**src/rtl/lfsr_dds_pkg.sv**
```systemverilog
// Shared defaults, LFSR tap positions and seed helper for the LFSR DDS tick generator.
package lfsr_dds_pkg;

   localparam int unsigned ACC_WIDTH_DEF  = 32;
   localparam int unsigned LFSR_WIDTH_DEF = 22;

   // x^22 + x^21 + 1 expressed as register bit positions
   localparam int unsigned TAP_HI = 21;
   localparam int unsigned TAP_LO = 20;

   localparam logic [LFSR_WIDTH_DEF-1:0] DEFAULT_SEED = 22'h000001;

   // An all-zero LFSR would lock up, so a zero seed becomes 1.
   function automatic logic [31:0] nonzero_seed(input logic [31:0] s);
      return (s == '0) ? 32'd1 : s;
   endfunction

endpackage

```
**src/rtl/lfsr_dds_phase_acc.sv**
```systemverilog
// DDS phase accumulator; tick flags the cycle whose enabled update carries out of the MSB.
module lfsr_dds_phase_acc
   import lfsr_dds_pkg::*;
#(
   parameter int unsigned ACC_WIDTH = ACC_WIDTH_DEF
) (
   input  logic                 clk,
   input  logic                 rst,
   input  logic                 enable,
   input  logic [ACC_WIDTH-1:0] increment,
   output logic                 tick
);

   logic [ACC_WIDTH-1:0] acc;
   logic [ACC_WIDTH:0]   sum;

   always_comb begin
      sum = {1'b0, acc} + {1'b0, increment};
   end

   assign tick = enable & sum[ACC_WIDTH];

   always_ff @(posedge clk or posedge rst) begin
      if (rst) begin
         acc <= '0;
      end else if (enable) begin
         acc <= sum[ACC_WIDTH-1:0];
      end
   end

endmodule

```
**src/rtl/lfsr_dds_gen.sv**
```systemverilog
// LFSR clocked by DDS carry ticks, with tick interrupt to the Nios system.
// Define LFSR_DDS_STICKY_IRQ_EN for an interrupt that holds until irq_ack.
module lfsr_dds_gen
   import lfsr_dds_pkg::*;
#(
   parameter int unsigned          ACC_WIDTH  = ACC_WIDTH_DEF,
   parameter int unsigned          LFSR_WIDTH = LFSR_WIDTH_DEF,
   parameter logic [LFSR_WIDTH-1:0] RESET_SEED = DEFAULT_SEED
) (
   input  logic                  clk,
   input  logic                  reset,
   input  logic [ACC_WIDTH-1:0]  dds_increment,
   input  logic                  lfsr_enable,
   input  logic                  lfsr_seed_load,
   input  logic [LFSR_WIDTH-1:0] lfsr_seed,
   input  logic                  irq_ack,
   output logic [31:0]           lfsr_val,
   output logic                  lfsr_clk_interrupt_gen
);

   localparam logic [LFSR_WIDTH-1:0] SEED_AFTER_RESET =
      LFSR_WIDTH'(nonzero_seed(32'(RESET_SEED)));

   logic                  tick;
   logic                  fb;
   logic                  shift_en;
   logic [LFSR_WIDTH-1:0] q;

   lfsr_dds_phase_acc #(
      .ACC_WIDTH (ACC_WIDTH)
   ) u_phase (
      .clk       (clk),
      .rst       (reset),
      .enable    (lfsr_enable),
      .increment (dds_increment),
      .tick      (tick)
   );

   assign fb       = q[TAP_HI] ^ q[TAP_LO];
   // A seed load in the same cycle as a tick suppresses both shift and interrupt.
   assign shift_en = tick & ~lfsr_seed_load;

   always_ff @(posedge clk or posedge reset) begin
      if (reset) begin
         q <= SEED_AFTER_RESET;
      end else if (lfsr_seed_load) begin
         q <= LFSR_WIDTH'(nonzero_seed(32'(lfsr_seed)));
      end else if (shift_en) begin
         q <= {q[LFSR_WIDTH-2:0], fb};
      end
   end

   assign lfsr_val = 32'(q);

`ifdef LFSR_DDS_STICKY_IRQ_EN
   always_ff @(posedge clk or posedge reset) begin
      if (reset) begin
         lfsr_clk_interrupt_gen <= 1'b0;
      end else if (shift_en) begin
         lfsr_clk_interrupt_gen <= 1'b1;
      end else if (irq_ack) begin
         lfsr_clk_interrupt_gen <= 1'b0;
      end
   end
`else
   logic unused_ack;
   assign unused_ack = irq_ack;

   always_ff @(posedge clk or posedge reset) begin
      if (reset) begin
         lfsr_clk_interrupt_gen <= 1'b0;
      end else begin
         lfsr_clk_interrupt_gen <= shift_en;
      end
   end
`endif

endmodule

```
**config.mk**
```make
export PLATFORM = sky130hd
export DESIGN_NAME = lfsr_dds_gen
export DESIGN_NICKNAME = d
export VERILOG_FILES = /design/src/rtl/lfsr_dds_pkg.sv /design/src/rtl/lfsr_dds_phase_acc.sv /design/src/rtl/lfsr_dds_gen.sv
export SDC_FILE = /design/constraint.sdc
export NUM_CORES = 1
export LEC_CHECK = 0
export BUFFER_PORTS_ARGS = -buffer_cell sky130_fd_sc_hd__buf_2
export CORE_ASPECT_RATIO = 2
export CORE_UTILIZATION = 60
export DETAILED_ROUTE_END_ITERATION = 12
export PLACE_DENSITY_LB_ADDON = 0.05
export SYNTH_ARGS = -nofsm -noshare
export SYNTH_HDL_FRONTEND = slang
export SYNTH_SLANG_ARGS = --single-unit
```
**constraint.sdc**
```tcl
create_clock -name clk -period 4.05 [get_ports clk]
set_clock_uncertainty 0.05 [all_clocks]
set_input_delay 0.6075 -clock clk [delete_from_list [all_inputs] [get_ports clk]]
set_output_delay 0.6075 -clock clk [all_outputs]
set_load 0.05 [all_outputs]
```
## After elaboration in Yosys (flattened, before gate mapping)

Index checks and enable logic that the tools add are counted.

- Register bits after elaboration: 55
- Bits in latches: 0
- Memory bits (writable): 0
- Bits in read-only memories: 0
- Input bits: 59
- Output and inout port bits: 33
- Word-level logic and storage cells: 13
- Memories kept: 0

- Add/sub/neg operators: 1
- Multipliers: 0
- Divide/modulo/power cells: 0
- $lt $le $gt $ge: 0
- Eq/ne operators: 0
- Shift-type cells: 0
- Multiplexer cells: 3
- Bitwise logic cells: 4
- Reductions and logical operators: 2

Operators by type and width:

| operator | number |
|---|---|
| 22-bit 2-to-1 mux | 3 |
| 32-bit by 32-bit adder with 33-bit output | 1 |
| 22-bit zero test | 1 |
| 1-bit AND | 2 |
| 2-bit nonzero test | 1 |
| 1-bit inverter | 1 |
| 1-bit XOR | 1 |

## Depth between registers and ports, before layout

- Depth in word-level cells: 5
- Mapped depth: 11
- Depth with buffers taken out: 10

## Cells and area by module

From an unflattened synthesis, not the netlist that was laid out.

- Cells, all modules: 460
- Area total of the unflattened synthesis: 4210.3 um^2

By module, submodules not included:

| module | times used | cells each | area each (um^2) | seq. area each (um^2) |
|---|---|---|---|---|
| lfsr_dds_phase_acc | 1 | 340 | 2976.6 | 800.8 |
| lfsr_dds_gen | 1 | 120 | 1233.7 | 576.8 |

## Least setup slack after synthesis

No wires, ideal clock.

- Path type: input -> register
- From: input port dds_increment[0]
- To: register q[21]
- Arrival time: 2859 ps
- Setup slack: 1018 ps
- Stages: 11
- Path through: ha_1 fa_1 a211oi_2 o21ai_2 o21ai_2 nand2_2 a41oi_4 o31ai_4 a211o_1 buf_6 o221a_1

- Word-level cells in the longest chain between the ends: 4

Ends and longest elaborated chain:

| item | line | RTL |
|---|---|---|
| from (decl) | lfsr_dds_gen.sv:12 | `input logic [ACC_WIDTH-1:0] dds_increment,` |
| 32-bit by 32-bit adder with 33-bit output | lfsr_dds_phase_acc.sv:18 | `sum = {1'b0, acc} + {1'b0, increment};` |
| 1-bit AND | lfsr_dds_phase_acc.sv:21 | `assign tick = enable & sum[ACC_WIDTH];` |
| 1-bit AND | lfsr_dds_gen.sv:41 | `assign shift_en = tick & ~lfsr_seed_load;` |
| 2-bit nonzero test (no line) | -- |  |
| to (signal assigned) | lfsr_dds_gen.sv:47 | `q <= LFSR_WIDTH'(nonzero_seed(32'(lfsr_seed)));` |
| to (signal assigned) | lfsr_dds_gen.sv:49 | `q <= {q[LFSR_WIDTH-2:0], fb};` |
| to (decl) | lfsr_dds_gen.sv:27 | `logic [LFSR_WIDTH-1:0] q;` |

Every way passes these cells.
A chain may end at the register's enable or synchronous reset.

## Worst setup path after layout

- From: input port dds_increment[0]
- To: register q[20]

The elaborated chain is that of the path after synthesis.

==> results_dict.tcl <==
set metrics [dict create \
    grt_usage 0.291 \
    multi_input_area_sq_mm 0.00280 \
    leakagePower_uw 0.00220 \
    critPathMaxStageDelay_ns 0.55 \
    rsz0062_at_grt "false" \
    setup_viol 0 \
    area_delta_synth_final_pct 11.7 \
    synth.distinct_cells 54 \
    drt-pass1-iter-count 7 \
    vias 4004 \
    r2r_start "u_phase.acc[0]" \
    rrSetupSlack_ns 0.80 \
    syn_inst 489 \
    p_per_area_mw_per_mm2 782 \
    hold_viol_final 0 \
    grt_pass1_vias 3905 \
    coreArea_sq_mm 0.00699 \
    portBuffers 80 \
    grt_max_degree 55 \
    mostFrequentLayoutCells "buf_2 (80), o21ai_0 (55), dfrtp_1 (54)" \
    antenna_found_initial 0 \
    end_kind "flop" \
    place_congestion 0.857 \
    cts_tree "yes" \
    nNetsFinal 643 \
    clkTransAtPathRegs_ns 0.08 \
    crit_buf_inv 1 \
    stdcell_count 642 \
    drt-initial-drc-count 211 \
    post-cts-setup-buffer-count 0 \
    path_max_fanout 21 \
    cap_violations 0 \
    die_w_um 62.5 \
    worst_ep_required_time_ns 4.20 \
    arrival_ns 3.43 \
    reg2reg_depth 10 \
    design_area_sq_mm 0.00490 \
    grt_pass1_wl_mm 17.8 \
    nFillCells 578 \
    cts_buffer_depth 2 \
    synth.ff_latch_count 55 \
    seqPwrFrac 0.254 \
    hp-class "in2async" \
    pwr-share-comb 0.628 \
    post_dp_cell_area_sq_mm 0.00475 \
    max-vdd-ir-drop_mv 0.388 \
    swShare 0.474 \
    setup_tns_ns 0 \
    cp_cell_sequence "buf_2 -> ha_1 -> fa_1 -> a211oi_2 -> o21ai_2 -> o21ai_2 -> nand2_2 -> a41oi_4 -> o31ai_4 -> a211o_1 -> o221a_2" \
    rows 43 \
    maxSlewHeadroom 0.500 \
    yosysSeqAreaShare 0.314 \
    slew_violations 0 \
    dieArea_sq_mm 0.00768 \
    yosys_warnings 0 \
    fp.dieH_um 123 \
    p_int_uw 2010 \
    drc 0 \
    critPathKind "in2reg" \
    fmax_mhz 304 \
    final_common_cell "buf_2" \
    dp_hpwl_mm 7.91 \
    critical_path.slowest_cell "a211o_1" \
    ctsResizeCount 0 \
    start_util 0.627 \
    synthArstFlopShare 1.00 \
    avgSynthCellArea_sq_um 8.97 \
    drive_above_1_share 0.234 \
    placed_cells 634 \
    timing.final.crit_share 0.811 \
    synth_edf_count 0 \
    period_needed_ns 3.28 \
    clock_latency_ns 0.30 \
    crit_family "compound AO/OA/AOI/OAI gates" \
    utilization 0.700 \
    power_frac_clock 0.119 \
    overflow 0 \
    syn_area_sq_mm 0.00439 \
    routedWlPerCell_um 16.6 \
    cts_max_level 2 \
    cts_hold_buf 0 \
    status "completed" \
    cts_root_buffer "clkbuf_16" \
    cts_made_buffers 5 \
    worstReg2RegEnd "q[20]" \
    insertedDiodeCount 0 \
    via_per_inst 6.24 \
    ys.flop_type "dfrtp_1" \
    critPathLaunchType "primary input" \
    switching_power_uw 1810 \
    clkSinkCount 55 \
    timing.hold.ws_ns 0.272 \
    regArea_sq_mm 0.00138 \
    drt_wl_total_mm 10.7 \
    cpMostUsedCell "o21ai_2" \
    ant_nets 0 \
    worst_slew_pin_slew_ns 0.749 \
    io_pins 92 \
]
[cells in the mapped netlist, types with 4 or more instances]
master / instances / share of area
a21boi_0: 4 / 0.0068
a21o_1: 15 / 0.026
a21oi_1: 39 / 0.045
a31oi_1: 6 / 0.0086
and3_1: 4 / 0.0057
buf_2: 5 / 0.0057
buf_4: 11 / 0.019
clkbuf_1: 16 / 0.014
dfrtp_1: 54 / 0.31
ha_1: 32 / 0.091
inv_1: 9 / 0.0077
mux2_2: 25 / 0.064
nand2_1: 44 / 0.038
nand3_1: 5 / 0.0057
nand4_1: 16 / 0.023
nor2_1: 20 / 0.017
nor2b_1: 5 / 0.0071
nor3_1: 5 / 0.0057
nor4_1: 5 / 0.0071
o21ai_0: 55 / 0.063
o221a_1: 20 / 0.051
or3_1: 22 / 0.031
xnor2_1: 15 / 0.030
xor2_1: 11 / 0.022
[worst register-to-register path, stage by stage (launching register included)]
cell	delay, ns
dfrtp_1	0.38
ha_1	0.20
fa_1	0.45
a211oi_2	0.25
o21ai_2	0.14
o21ai_2	0.17
nand2_2	0.14
a41oi_4	0.30
o31ai_4	0.14
a211o_1	0.55
o221a_2	0.36
[sequential cells by signal (all words and copies together) (netlist names)]
register,cells
lfsr_clk_interrupt_gen,1
q,22
u_phase.acc,32
[per-layer routing]
layer	vias up	GRT usage	routed length (um)
li1	1940	-	-
met1	1941	0.304	3860
met2	105	0.568	6180
met3	18	0.0415	395
met4	0	0.121	219
met5	-	0	0
[through the flow]
step / total power [uW] / setup slack, ns
5_1_grt: 4130 / 0.604
6_report: 3830 / 0.766
2_1_floorplan: 2890 / 1.02
4_1_cts: 3840 / 0.751
3_3_place_gp: 3270 / 0.515
3_5_place_dp: 3360 / 0.443
[logic make-up (layout without fill, tap and decap cells)]
logic type      count (synthesis)  count (layout)  share of synthesized area
fa+ha+maj                      33              33                     0.0959
buf+inv                        47             101                     0.0562
xor+xnor                       26              26                     0.0519
compound gates                163             163                      0.253
mux                            27              27                     0.0688
flops                          55              55                      0.314
other cells                     1              10                   0.000855
simple gates                  137             137                      0.159
[power by group through the flow]
stage | registers [uW] | clock network, uW | logic, uW
finish | 971 | 455 | 2400
floorplan | 1170 | 0 | 1720
CTS | 968 | 460 | 2410
global placement | 959 | 0 | 2310
global route | 1000 | 475 | 2650
detailed placement | 977 | 0 | 2390
[worst max path at each step]
| stage | start | to | slack, ns | cells past startpoint |
|---|---|---|---|---|
| final | dds_increment[0] | q[20] | 0.77 | 11 |
| after CTS | dds_increment[0] | q[20] | 0.75 | 11 |
| after floorplan | dds_increment[0] | q[21] | 1.02 | 11 |
| after detailed placement | dds_increment[0] | q[20] | 0.44 | 11 |
| after global placement | dds_increment[0] | q[20] | 0.52 | 11 |
| after global routing | dds_increment[0] | q[20] | 0.60 | 11 |
[final cells by class]
| cell class | instances | area share |
|---|---|---|
| timing repair buffer | 84 | 0.0879 |
| clock inverter | 3 | 0.00460 |
| clock buffer | 5 | 0.0255 |
| inverter | 9 | 0.00690 |
| tap | 90 | 0.0230 |
| sequential | 55 | 0.281 |
| multi-input combinational | 396 | 0.571 |
Note: power is estimated with default switching activity, not from simulation.
